===== config.mk =====
export PLATFORM = sky130hd
export DESIGN_NAME = pipeline_sequencer
export DESIGN_NICKNAME = d
export VERILOG_FILES = /design/src/rtl/pipeline_sequencer.sv
export SDC_FILE = /design/constraint.sdc
export NUM_CORES = 1
export LEC_CHECK = 0
export CAP_MARGIN = 20
export CORE_MARGIN = 2
export CORE_UTILIZATION = 50
export CTS_BUF_LIST = sky130_fd_sc_hd__clkbuf_8
export CTS_CLUSTER_DIAMETER = 150
export DETAILED_ROUTE_END_ITERATION = 16
export GPL_TIMING_DRIVEN = 1
export PLACE_DENSITY = 0.83
export SETUP_SLACK_MARGIN = 0.15
export SKIP_LAST_GASP = 1
export SLEW_MARGIN = 20
export SYNTH_ARGS = -nofsm -noshare
export SYNTH_HDL_FRONTEND = slang
export SYNTH_SLANG_ARGS = --single-unit
export TNS_END_PERCENT = 1

===== constraint.sdc =====
create_clock -name clk -period 3.1 [get_ports clk]
set_input_delay 0.62 -clock clk [delete_from_list [all_inputs] [get_ports clk]]
set_output_delay 0.62 -clock clk [all_outputs]
set_load 0.03 [all_outputs]

===== src/rtl/pipeline_sequencer.sv =====
// Two-stage pipeline control sequencer: start/halt/redirect handling,
// memory-wait stalls with a fault watchdog, and a retired-instruction count.
module pipeline_sequencer #(
   parameter int unsigned WAIT_LIMIT = 15
) (
   input  logic        clk,
   input  logic        rst,
   input  logic        start,
   input  logic        resume,
   input  logic        redirect,
   input  logic        hlt,
   input  logic        mem_wait,
   output logic        pc_inc_en,
   output logic        ir1_load_en,
   output logic        ir2_load_en,
   output logic        bubble,
   output logic        halted,
   output logic        mem_fault,
   output logic [1:0]  state,
   output logic [15:0] instr_count
);

   typedef enum logic [1:0] {
      IDLE   = 2'b00,
      RUN    = 2'b01,
      FLUSH  = 2'b10,
      HALTED = 2'b11
   } state_t;

   localparam logic [3:0] LIMIT = 4'(WAIT_LIMIT);

   state_t      state_q, state_d;
   logic [3:0]  wait_q, wait_d;
   logic        fault_q, fault_d;
   logic [15:0] count_q, count_d;
   logic        adv;
   logic        bub;

   always_comb begin
      state_d = state_q;
      wait_d  = wait_q;
      fault_d = fault_q;
      count_d = count_q;
      adv     = 1'b0;
      bub     = 1'b0;
      unique case (state_q)
         IDLE: begin
            if (start) state_d = RUN;
         end
         RUN, FLUSH: begin
            if (mem_wait) begin
               // Watchdog trips on the wait cycle after LIMIT stalls.
               if (wait_q == LIMIT) begin
                  fault_d = 1'b1;
                  state_d = HALTED;
               end else begin
                  wait_d = wait_q + 4'd1;
               end
            end else begin
               adv = 1'b1;
               if (state_q == FLUSH) begin
                  bub     = 1'b1;
                  state_d = RUN;
               end else if (hlt) begin
                  state_d = HALTED;
               end else if (redirect) begin
                  state_d = FLUSH;
               end
            end
         end
         HALTED: begin
            if (resume && !fault_q) state_d = RUN;
         end
      endcase
      if (!mem_wait || state_d != state_q) wait_d = 4'd0;
      if (adv && !bub) count_d = count_q + 16'd1;
   end

   always_ff @(posedge clk or posedge rst) begin
      if (rst) begin
         state_q <= IDLE;
         wait_q  <= 4'd0;
         fault_q <= 1'b0;
         count_q <= 16'd0;
      end else begin
         state_q <= state_d;
         wait_q  <= wait_d;
         fault_q <= fault_d;
         count_q <= count_d;
      end
   end

   assign pc_inc_en   = adv;
   assign ir1_load_en = adv;
   assign ir2_load_en = adv;
   assign bubble      = bub;
   assign halted      = (state_q == HALTED);
   assign mem_fault   = fault_q;
   assign state       = state_q;
   assign instr_count = count_q;

endmodule


==> impl_metrics.json, run 1 <==
{
  "p_per_area_nw_per_um2": 753,
  "worstHoldPathCells": 1,
  "power.internal_mw": 0.722,
  "fin_setup_tns_ns": 0,
  "cp-end-kind": "output port",
  "status": "complete, no violations",
  "yosysSeqAreaShare_pct": 44.3,
  "clk_latency_ns": 0.26,
  "cts_tree": "yes",
  "p_seq_share_pct": 33.4,
  "cp_max_fo": 11,
  "die-area_um2": 3020,
  "synth_top_area_share_pct": 44.3,
  "start_util_pct": 52.4,
  "die_h_um": 55.0,
  "grt_max_degree": 24,
  "drive_gt1_share_pct": 8.05,
  "ys_top_cells_by_area": "dfrtp_1 (44%), ha_1 (6.7%), xor2_1 (6.1%)",
  "clockBufferDepth": 2,
  "place_area_um2": 1610,
  "fmax_mhz": 353,
  "cellLeakagePower_nw": 0.816,
  "cts.repair.resized": 0,
  "drc": 0,
  "pin_count": 31,
  "antenna_found_initial": 0,
  "root_buffer": "clkbuf_8",
  "tightestPinTransition_ns": 0.866,
  "finalHoldViolations": 0,
  "syn2layout_area_growth_pct": 28.0,
  "critPathLaunchType": "flop",
  "rr_startpoint": "state[1]$_DFF_PP0_",
  "drt-vias-per-instance": 5.50,
  "postCtsSetupBuffers": 0,
  "min_period_ns": 2.83,
  "synth_nets": 132,
  "rsz0062_at_grt": "yes",
  "drt-initial-drc-count": 12,
  "clock_power_share_pct": 14.5,
  "rows": 18,
  "avgSynthCellArea_um2": 11.0,
  "synth_top_area_cell": "dfrtp_1",
  "yosysWarnings": 0,
  "clk_pin_slew_worst_paths_ns": 0.08,
  "io_buffers": 30,
  "grt_pass1_vias": 964,
  "reg2reg_slack_ns": 1.01,
  "cp.required_ns": 2.48,
  "post-dp-hpwl_um": 1860,
  "sw_frac_of_total_pct": 42.4,
  "reg2reg_depth": 6,
  "synth.distinct_cells": 40,
  "maxCapViolations": 0,
  "final_area_um2": 1660,
  "drtPass1Iterations": 4,
  "cts_made_buffers": 3,
  "drv_slew": 0,
  "setup-violations-final": 0,
  "syn_inst": 118,
  "ys_ff_latch": 23,
  "clock_skew_ns": 0.00241,
  "fp.dieW_um": 55.0,
  "place_congestion": 0.931,
  "antenna_left": 0,
  "vdd_drop_max_mv": 0.643,
  "routed_wl_um": 2460,
  "fin_crit_sh_pct": 91.3,
  "grt_usage_pct": 19.6,
  "p_comb_share_pct": 52.1,
  "hold_end": "instr_count[15]$_DFFE_PP0P_",
  "clock-sinks": 23,
  "setup.worst_path.class": "flop to output port",
  "syn-cell-area_um2": 1300,
  "wire_per_inst_um": 13.7,
  "n_antenna_cell": 0,
  "ctsHoldBuffers": 0,
  "r2r_end": "wait_q[1]$_DFFE_PP0P_",
  "hold_path_class": "flop to flop",
  "grt_overflow": 0,
  "cts_max_level": 1,
  "p_sw_mw": 0.531,
  "core_area_um2": 2480,
  "slew_headroom_pct": 42.2,
  "min_from": "instr_count[15]$_DFFE_PP0P_",
  "grt_pass1_wl_um": 4220,
  "critPathArrivalTime_ns": 2.21,
  "nets": 164,
  "num_vias": 984
}
-- how the worst max path moves through the flow --
stage                       startpoint           to
floorplan           state[0]$_DFF_PP0_  ir2_load_en
finish              state[1]$_DFF_PP0_  ir2_load_en
global placement              mem_wait  ir1_load_en
detailed placement            mem_wait  ir2_load_en
global route        state[1]$_DFF_PP0_  ir2_load_en
CTS                 state[1]$_DFF_PP0_  ir2_load_en
-- flip-flops by register name, indices dropped and copies added (netlist names) --
register / cells
instr_count: 16
state: 2
wait_q: 4
mem_fault: 1
-- Yosys cell counts, drive strengths merged --
master,n
o311ai,1
and3b,1
and3,5
o221ai,1
a21oi,1
nor4b,1
o31ai,1
ha,7
and2,3
o41ai,1
o211ai,1
mux2i,2
inv,5
nand3,4
dfrtp,23
nand2,7
a31oi,1
xor2,9
a21o,1
nor4,1
nor3b,1
a2bb2oi,1
o21ai,2
o21a,1
nor2,5
and4bb,2
nor3,4
buf,4
nor2b,4
mux2,1
nand4,2
nand2b,5
xnor2,7
and4,3
-- worst max-delay path, stage by stage (launching register included) --
cell and delay [ns]:
dfrtp_1 0.48, inv_1 0.12, ha_2 0.45, nand2b_1 0.13, inv_1 0.10, clkdlybuf4s50_1 0.68
-- power groups by stage --
stage | sequential [mW] | clock (mW) | combinational, mW
floorplan | 0.510 | 0 | 0.383
global placement | 0.421 | 0 | 0.634
detailed placement | 0.425 | 0 | 0.645
CTS | 0.420 | 0.187 | 0.649
global route | 0.430 | 0.199 | 0.703
finish | 0.419 | 0.181 | 0.653
-- logic make-up after synthesis --
| group | Yosys count | synth area share (%) |
|---|---|---|
| xor gates and xnor gates | 16 | 10.8 |
| muxes | 3 | 2.41 |
| DFF | 23 | 44.3 |
| AOI/OAI and AO/OA | 12 | 8.29 |
| adders and majority gates | 7 | 6.74 |
| and+or+nand+nor | 48 | 23.6 |
| buffers and inverters | 9 | 3.85 |
-- through the flow --
stage	hold slack (ns)	worst slack, ns	total power, mW	utilization (%)	std cells
2_1_floorplan	0.560	0.873	0.893	-	118
3_3_place_gp	0.456	0.464	1.06	65.1	175
3_5_place_dp	0.455	0.468	1.07	65.1	175
4_1_cts	0.470	0.173	1.26	66.9	179
5_1_grt	0.508	0.124	1.33	67.1	179
6_report	0.463	0.268	1.25	67.1	179
-- cell type report --
| cell class | count | area [µm²] |
|---|---|---|
| Sequential cell | 23 | 576 |
| Inverter | 5 | 18.8 |
| Clock buffer | 3 | 41.3 |
| Tap cell | 30 | 37.5 |
| Timing Repair Buffer | 31 | 310 |
| Clock inverter | 1 | 3.75 |
| Multi-Input combinational cell | 86 | 676 |
| Fill cell | 198 | 815 |
-- per-layer routing --
| metal | up-vias | GRT usage (%) | part of all wire (%) |
|---|---|---|---|
| met3 | 2 | 3.49 | 4.6 |
| met4 | 0 | 7.72 | 0.33 |
| met1 | 474 | 24.9 | 46 |
| met5 | - | 0 | 0 |
| met2 | 32 | 33.1 | 49 |
| li1 | 476 | - | - |
-- layout by cell type, fill, tap and decap left out, types with 2 or more instances in the layout --
cell type and instances:
clkdlybuf4s50_1 29, nand2_1 7, nor2_1 5, mux2i_1 2, clkbuf_8 3, nor2b_1 4, and4_1 2, xnor2_1 7
and2_1 3, inv_1 6, ha_1 6, nand2b_1 5, nand3_1 4, xor2_1 9, dfrtp_1 23, and3_1 5
and4bb_1 2, nor3_1 3
Note: power is estimated with default switching activity, not from simulation.
==> inputs of run 2 (changes only) <==
--- a/config.mk
+++ b/config.mk
@@ -6,13 +6,15 @@
 export NUM_CORES = 1
 export LEC_CHECK = 0
 export CAP_MARGIN = 20
+export CELL_PAD_IN_SITES_DETAIL_PLACEMENT = 0
+export CELL_PAD_IN_SITES_GLOBAL_PLACEMENT = 1
 export CORE_MARGIN = 2
-export CORE_UTILIZATION = 50
+export CORE_UTILIZATION = 42
 export CTS_BUF_LIST = sky130_fd_sc_hd__clkbuf_8
 export CTS_CLUSTER_DIAMETER = 150
 export DETAILED_ROUTE_END_ITERATION = 16
 export GPL_TIMING_DRIVEN = 1
-export PLACE_DENSITY = 0.83
+export PLACE_DENSITY = 0.89
 export SETUP_SLACK_MARGIN = 0.15
 export SKIP_LAST_GASP = 1
 export SLEW_MARGIN = 20
==> impl_metrics.json, run 2 (same netlist as run 1, synthesis figures left out) <==
{
  "status": "complete, no violations",
  "drtPass1Iterations": 4,
  "slowest_delay_ns": 0.68,
  "post-dp-hpwl_um": 1820,
  "cp_max_fo": 6,
  "start_util_pct": 43.3,
  "die-area_um2": 3550,
  "clock_skew_ns": 0.00290,
  "pin_count": 31,
  "core_area_um2": 3000,
  "critPathLaunchType": "flop",
  "power.internal_mw": 0.728,
  "drive_gt1_share_pct": 8.67,
  "min_period_ns": 2.69,
  "p_per_area_nw_per_um2": 762,
  "cellLeakagePower_nw": 0.807,
  "drv_slew": 0,
  "antenna_found_initial": 0,
  "final_cell_mix": "clkdlybuf4s50_1 (30), dfrtp_1 (23), xor2_1 (9)",
  "whs_ns": 0.464,
  "hold_path_class": "flop to flop",
  "ctsHoldBuffers": 0,
  "sw_frac_of_total_pct": 42.8,
  "drt-vias-per-instance": 5.40,
  "setup.worst_path.class": "flop to output port",
  "cts.repair.resized": 0,
  "grt_usage_pct": 16.2,
  "clk_pin_slew_worst_paths_ns": 0.08,
  "slowest_stage": "clkdlybuf4s50_1",
  "grt_pass1_wl_um": 4260,
  "cts_made_buffers": 3,
  "cts_tree": "yes",
  "clk_latency_ns": 0.27,
  "clock_power_share_pct": 15.1,
  "place_congestion": 0.788,
  "p_comb_share_pct": 51.8,
  "grt_overflow": 0,
  "cp_common_cell": "inv_1",
  "n_antenna_cell": 0,
  "critPathArrivalTime_ns": 2.07,
  "root_buffer": "clkbuf_8",
  "finalHoldViolations": 0,
  "fin_crit_sh_pct": 86.6,
  "num_vias": 988,
  "postCtsSetupBuffers": 0,
  "drc": 0,
  "cp-end-kind": "output port",
  "io_buffers": 30,
  "antenna_left": 0,
  "setup-violations-final": 0,
  "finalNonFillerCells": 183,
  "largest_reg_flops": 16,
  "cts_max_level": 1,
  "final_common_cell": "clkdlybuf4s50_1",
  "drt-initial-drc-count": 30,
  "fin_setup_tns_ns": 0,
  "fp.dieW_um": 59.6,
  "cp_cell_sequence": "inv_1 > ha_1 > nand2b_1 > inv_1 > clkdlybuf4s50_1",
  "grt_max_degree": 24,
  "total_power_mw": 1.27,
  "p_seq_share_pct": 33.1,
  "tightestPinTransition_ns": 0.867,
  "slew_headroom_pct": 42.2,
  "cp.required_ns": 2.48,
  "clock-sinks": 23,
  "nets": 165,
  "wire_per_inst_um": 13.6,
  "die_h_um": 59.6,
  "vdd_drop_max_mv": 0.631,
  "clockBufferDepth": 2,
  "fmax_mhz": 372,
  "grt_pass1_vias": 943,
  "p_sw_mw": 0.544,
  "rows": 20,
  "maxCapViolations": 0,
  "syn2layout_area_growth_pct": 28.6,
  "rsz0062_at_grt": "no",
  "routed_wl_um": 2490,
  "dp.cells": 179
}
run 2: cell type report:
cell class                 count  area [µm²]
sequential                    23         576
multi-input combinational     86         673
tap                           33        41.3
inverter                       5        18.8
timing repair buffer          32         315
clock buffer                   3        41.3
fill                         280        1330
clock inverter                 1        5.00
run 2: layer usage:
layer | vias to the layer above | track usage (%) | part of all wire, %
met5 | - | 0 | 0
met4 | 0 | 5.71 | 1.3
met3 | 5 | 5.46 | 4.7
met2 | 25 | 26.1 | 47
met1 | 484 | 20.3 | 47
li1 | 474 | - | -
run 2: path summary, 6_finish.rpt:
kind | slack, ns | cells past startpoint | startpoint | endpoint
setup reg to reg | 1.01 | 7 | state[0]$_DFF_PP0_ | wait_q[2]$_DFFE_PP0P_
setup / recovery | 0.41 | 5 | state[0]$_DFF_PP0_ | ir1_load_en
hold reg to reg | 0.46 | 1 | instr_count[15]$_DFFE_PP0P_ | instr_count[15]$_DFFE_PP0P_
min in group asynchronous | 0.82 | 2 | rst | wait_q[2]$_DFFE_PP0P_
hold / removal | 0.46 | 1 | instr_count[15]$_DFFE_PP0P_ | instr_count[15]$_DFFE_PP0P_
max in group asynchronous | 1.75 | 2 | rst | instr_count[12]$_DFFE_PP0P_
run 2: metrics by stage:
step	util, %	worst slack [ns]	area (µm²)
finish	55.6	0.414	1670
global route	55.6	0.280	1670
CTS	55.6	0.391	1670
detailed placement	54.1	0.463	1620
global placement	54.1	0.474	1620
floorplan	-	0.873	1300
run 2: power groups by stage:
stage,Sequential (mW),Clock [mW],Combinational (mW)
after detailed placement,0.429,0,0.661
after global routing,0.432,0.213,0.709
after floorplan,0.510,0,0.383
after CTS,0.423,0.197,0.667
after global placement,0.424,0,0.651
final,0.422,0.192,0.659
run 2: critical path: cells and delay by family, from the launching register on:
kind,cells,cell delay (ns)
adder cells (fa/ha/maj),1,0.34
AND/OR/NAND/NOR,1,0.10
buffers and inverters,3,0.93
flip-flops,1,0.43
